File: src/rtl/iob_prio_dec_pkg.sv
// Shared definitions for the index-to-mask priority decoder.
// State encodings and the default mask width live here.
package iob_prio_dec_pkg;

  localparam int unsigned W_DEF = 8;

  typedef enum logic {
    ACCUM = 1'b0,
    HOLD  = 1'b1
  } state_e;

endpackage

File: src/rtl/iob_prio_dec_onehot.sv
// Combinational index to one-hot decode.
// Index W decodes to no bit; anything above W is flagged out of range.
module iob_prio_dec_onehot
  import iob_prio_dec_pkg::*;
#(
  parameter int W  = W_DEF,
  parameter int IW = $clog2(W + 1)
) (
  input  logic [IW-1:0] idx_i,
  output logic [W-1:0]  bit_o,
  output logic          oor_o
);

  always_comb begin
    bit_o = '0;
    for (int i = 0; i < W; i++) begin
      bit_o[i] = (idx_i == IW'(i));
    end
  end

  assign oor_o = (idx_i > IW'(W));

endmodule

File: src/rtl/iob_prio_dec.sv
// Accumulates encoded index beats into an OR mask and hands the
// mask off with a valid/ready handshake; sticky out-of-range flag.
module iob_prio_dec
  import iob_prio_dec_pkg::*;
#(
  parameter int W  = W_DEF,
  parameter int IW = $clog2(W + 1)
) (
  input  logic          clk_i,
  input  logic          arst_n_i,
  input  logic          cke_i,
  input  logic          idx_valid_i,
  input  logic [IW-1:0] idx_i,
  input  logic          idx_last_i,
  output logic          idx_ready_o,
  output logic          mask_valid_o,
  output logic [W-1:0]  mask_o,
  input  logic          mask_ready_i,
  output logic          err_o,
  input  logic          err_clr_i
);

  state_e         state_q;
  logic [W-1:0]   acc_q;
  logic [W-1:0]   acc_d;
  logic [W-1:0]   mask_q;
  logic           mval_q;
  logic           err_q;
  logic [W-1:0]   beat_bit;
  logic           beat_oor;
  logic           xfer;

  iob_prio_dec_onehot #(
    .W  (W),
    .IW (IW)
  ) u_onehot (
    .idx_i (idx_i),
    .bit_o (beat_bit),
    .oor_o (beat_oor)
  );

  assign idx_ready_o = (state_q == ACCUM);
  assign xfer        = idx_valid_i & idx_ready_o & cke_i;
  assign acc_d       = acc_q | beat_bit;

  always_ff @(posedge clk_i or negedge arst_n_i) begin
    if (!arst_n_i) begin
      state_q <= ACCUM;
      acc_q   <= '0;
      mask_q  <= '0;
      mval_q  <= 1'b0;
      err_q   <= 1'b0;
    end else if (cke_i) begin
      // A new error wins over a clear in the same cycle
      if (xfer && beat_oor) begin
        err_q <= 1'b1;
      end else if (err_clr_i) begin
        err_q <= 1'b0;
      end
      unique case (state_q)
        ACCUM: begin
          if (xfer) begin
            if (idx_last_i) begin
              mask_q  <= acc_d;
              acc_q   <= '0;
              mval_q  <= 1'b1;
              state_q <= HOLD;
            end else begin
              acc_q <= acc_d;
            end
          end
        end
        HOLD: begin
          if (mask_ready_i) begin
            mval_q  <= 1'b0;
            state_q <= ACCUM;
          end
        end
        default: state_q <= ACCUM;
      endcase
    end
  end

  assign mask_valid_o = mval_q;
  assign mask_o       = mask_q;
  assign err_o        = err_q;

endmodule

File: config.mk
export PLATFORM = sky130hd
export DESIGN_NAME = iob_prio_dec
export DESIGN_NICKNAME = d
export VERILOG_FILES = /design/src/rtl/iob_prio_dec_pkg.sv /design/src/rtl/iob_prio_dec_onehot.sv /design/src/rtl/iob_prio_dec.sv
export SDC_FILE = /design/constraint.sdc
export NUM_CORES = 1
export LEC_CHECK = 0
export ABC_AREA = 1
export BUFFER_PORTS_ARGS = -buffer_cell sky130_fd_sc_hd__buf_2
export CORE_MARGIN = 5
export CORE_UTILIZATION = 51
export DETAILED_ROUTE_END_ITERATION = 8
export GPL_TIMING_DRIVEN = 0
export PLACE_DENSITY = 0.75
export SYNTH_ARGS = -nofsm -noshare
export SYNTH_HDL_FRONTEND = slang
export SYNTH_SLANG_ARGS = --single-unit
File: constraint.sdc
create_clock -name clk_i -period 1.1 [get_ports clk_i]
set_input_delay 0.11 -clock clk_i [delete_from_list [all_inputs] [get_ports clk_i]]
set_output_delay 0.11 -clock clk_i [all_outputs]
set_load 0.02 [all_outputs]
==> flow_summary_export.csv <==
group,metric,value,unit
hold_path,hold_path_class,"in -> reg",
critical_path,regToRegStartpoint,"state_q$_DFFE_PN0P_",
synthesis,synthesis.instances,126,
timing,final-hold-violation-count,0,
power,p_sw,0.0004754,W
placed_design,place_area,1056,um2
critical_path,reg2reg_depth,5,
die,start_util,53.26,%
hold_path,min_path_cells,4,
critical_path,r2r_end,"mask_o[5]$_DFFE_PN0P_",
routing,wirelength,1777,um
finish,fin_area,1111,um2
global_routing,antenna_found_initial,0,
finish,finalNetCount,165,
critical_path,endpoint,"idx_ready_o",
power,power,0.001498,W
die,io_pins,22,
placed_design,port_buffers,21,
finish,stdcell_count,178,
status,status,"finished clean",
timing,setup_violations,0,
die,coreArea,1727,um2
routing,drtIter0Drc,14,
timing,finalCritPeriodShare,99.38,%
global_routing,gr-usage-all-layers,15.54,%
routing,antenna_left,0,
power,ir_drop,0.9120,mV
power,power_frac_seq,53.0,%
synthesis,yosysUniqueCellTypes,10,
finish,nFillCells,166,
clock_tree,cts_buffer_depth,2,
critical_path,r2r_setup_slack,0.04,ns
clock_tree,clk_latency,0.30,ns
critical_path,crit_type,"reg -> out",
die,fp-row-count,15,
die,design.die.area,2753,um2
critical_path,crit_chain,"inv_2 > buf_4",
clock_tree,htree_num_levels,1,
timing,timing.final.crit_period,1.093,ns
timing,rsz0062_at_grt,"true",
finish,areaGrowthSynthToFinish,20.82,%
timing,hold_slack,0.05913,ns
critical_path,arrival,0.98,ns
critical_path,worst_setup_path_start_kind,"flop",
power,p_sw_share,31.74,%
clock_tree,cts_buffers,3,
critical_path,endpoint_kind,"output pin",
timing,worst_pin_slew,0.4190,ns
synthesis,syn_area,919.6,um2
finish,regArea,475.5,um2
clock_tree,cts_sinks,19,
critical_path,critPathLaunch,"state_q$_DFFE_PN0P_",
timing,fmax,914.8,MHz
critical_path,cp_slowest_cell,"dfrtp_1",
timing,maxSlewViolCount,0,
power,p_leak,0.6736,nW
critical_path,worstPathRequired,0.99,ns
synthesis,ys_ff_latch,19,
timing,slew_headroom,72.07,%
critical_path,slowest_delay,0.44,ns
clock_tree,clock_tree.root_cell,"clkbuf_4",
routing,drt_first_pass_iters,4,
synthesis,yosysWarnings,0,
power,power_density,1348,nW/um2
power,power.share.clock,23.6,%
routing,wl_per_cell,9.983,um
synthesis,avgSynthCellArea,7.299,um2
finish,num_antenna_cells,0,
routing,drc,0,
finish,drive_gt1_share,21.57,%
finish,multiInputGateArea,361.6,um2
timing,finClkSkew,0.0003750,ns
global_routing,grt_pass1_wl,3139,um
clock_tree,tritoncts,"done",
global_routing,gr-total-overflow,0,
power,comb_power_share,23.4,%
placed_design,place_inst,172,
power,p_int,0.001022,W
synthesis,synthesis.nets,137,
die,die_w,52.47,um
critical_path,critPathMaxFanout,3,
routing,routed_via_density,4.489,
routing,vias,799,
global_routing,first_global_vias,790,
synthesis,ys_seq_area_share,51.70,%
run,cap_violations,0,
die,die_y,52.47,um
placed_design,hpwl,1387,um
clock_tree,clk_pin_slew,0.11,ns
placed_design,place_congestion,0.7403,
global_routing,grt_max_degree,20,
-- state kept, by name, summed over array words and instances, names as in the netlist --
| name | count |
|---|---|
| mask_o | 8 |
| err_o | 1 |
| acc_q | 8 |
| state_q | 1 |
| mask_valid_o | 1 |
-- cell families (layout without fill, tap and decap cells) --
family | Yosys count | after routing | synth area share [%]
compound gates | 1 | 1 | 0.9526
flops | 19 | 19 | 51.70
simple gates | 84 | 84 | 37.55
buf+inv | 22 | 49 | 9.796
-- critical path, delay by kind of cell, from the launching register on --
kind     cells  cell delay (ns)
buf+inv      2             0.24
flops        1             0.44
-- power groups by stage --
stage               logic, W  clock network [W]  registers (W)
floorplan           0.000143                  0       0.000876
global placement    0.000332                  0       0.000805
detailed placement  0.000337                  0       0.000808
CTS                 0.000342           0.000367       0.000795
global route        0.000394           0.000404       0.000803
finish              0.000351           0.000353       0.000794
-- metrics by stage --
step / setup WS [ns] / setup TNS [ns] / utilization, %
finish: 0.006822 / 0 / 64.35
floorplan: 0.06216 / 0 / -
global route: -0.06644 / -0.4135 / 64.35
global placement: 0.02686 / 0 / 61.16
detailed placement: 0.005237 / 0 / 61.16
CTS: -0.01949 / -0.07624 / 63.33
-- cells in the final DEF (no fill, tap or decap) --
| master | Yosys | layout |
|---|---|---|
| nand3_1 | 1 | 1 |
| nand2_4 | 1 | 1 |
| clkbuf_4 | 0 | 3 |
| inv_1 | 21 | 20 |
| buf_4 | 0 | 2 |
| buf_2 | 0 | 20 |
| nor2_4 | 2 | 2 |
| buf_6 | 1 | 1 |
| inv_2 | 0 | 1 |
| nand2_1 | 63 | 63 |
| dfrtp_1 | 19 | 19 |
| nor2_1 | 16 | 16 |
| nand3_4 | 0 | 1 |
| a21oi_2 | 1 | 1 |
| dlygate4sd3_1 | 0 | 1 |
| clkinv_2 | 0 | 1 |
-- worst min path at each step --
stage,to,start,slack (ns)
6_report,err_o$_DFFE_PN0P_,err_clr_i,0.06
5_1_grt,err_o$_DFFE_PN0P_,err_clr_i,0.07
4_1_cts,err_o$_DFFE_PN0P_,err_clr_i,0.06
3_5_place_dp,err_o$_DFFE_PN0P_,arst_n_i,0.07
3_3_place_gp,err_o$_DFFE_PN0P_,arst_n_i,0.07
2_1_floorplan,acc_q[0]$_DFFE_PN0P_,arst_n_i,-0.19
-- Yosys cell counts (all sizes together) --
master | n | share of area, %
a21oi | 1 | 0.95
buf | 1 | 1.2
dfrtp | 19 | 52
inv | 21 | 8.6
nand2 | 64 | 27
nand3 | 2 | 1.6
nor2 | 18 | 9.0
-- routing by layer --
layer / up-vias / GRT usage, % / wire, um
li1: 414 / - / -
met1: 357 / 17.12 / 713
met2: 23 / 28.72 / 922
met3: 5 / 2.849 / 106
met4: 0 / 6.383 / 34
met5: - / 0 / 0
-- repair_timing --
action	4_1_cts	5_1_grt
setup endpoints to repair	9	16
hold buffers	1	0
endpoints found under the hold margin	19	0
setup buffers	0	1
pin swaps	0	4
resized for setup	0	2
-- layout make-up --
cell class,instances,share of cell area [%]
well taps,25,2.815
flip-flops and latches,19,42.79
inverters,21,7.095
repair buffers,23,11.26
clock inverters,1,0.4504
plain buffers,1,1.014
multi-input cells,85,32.54
clock buffers,3,2.027
(Power assumes the default switching activity.)
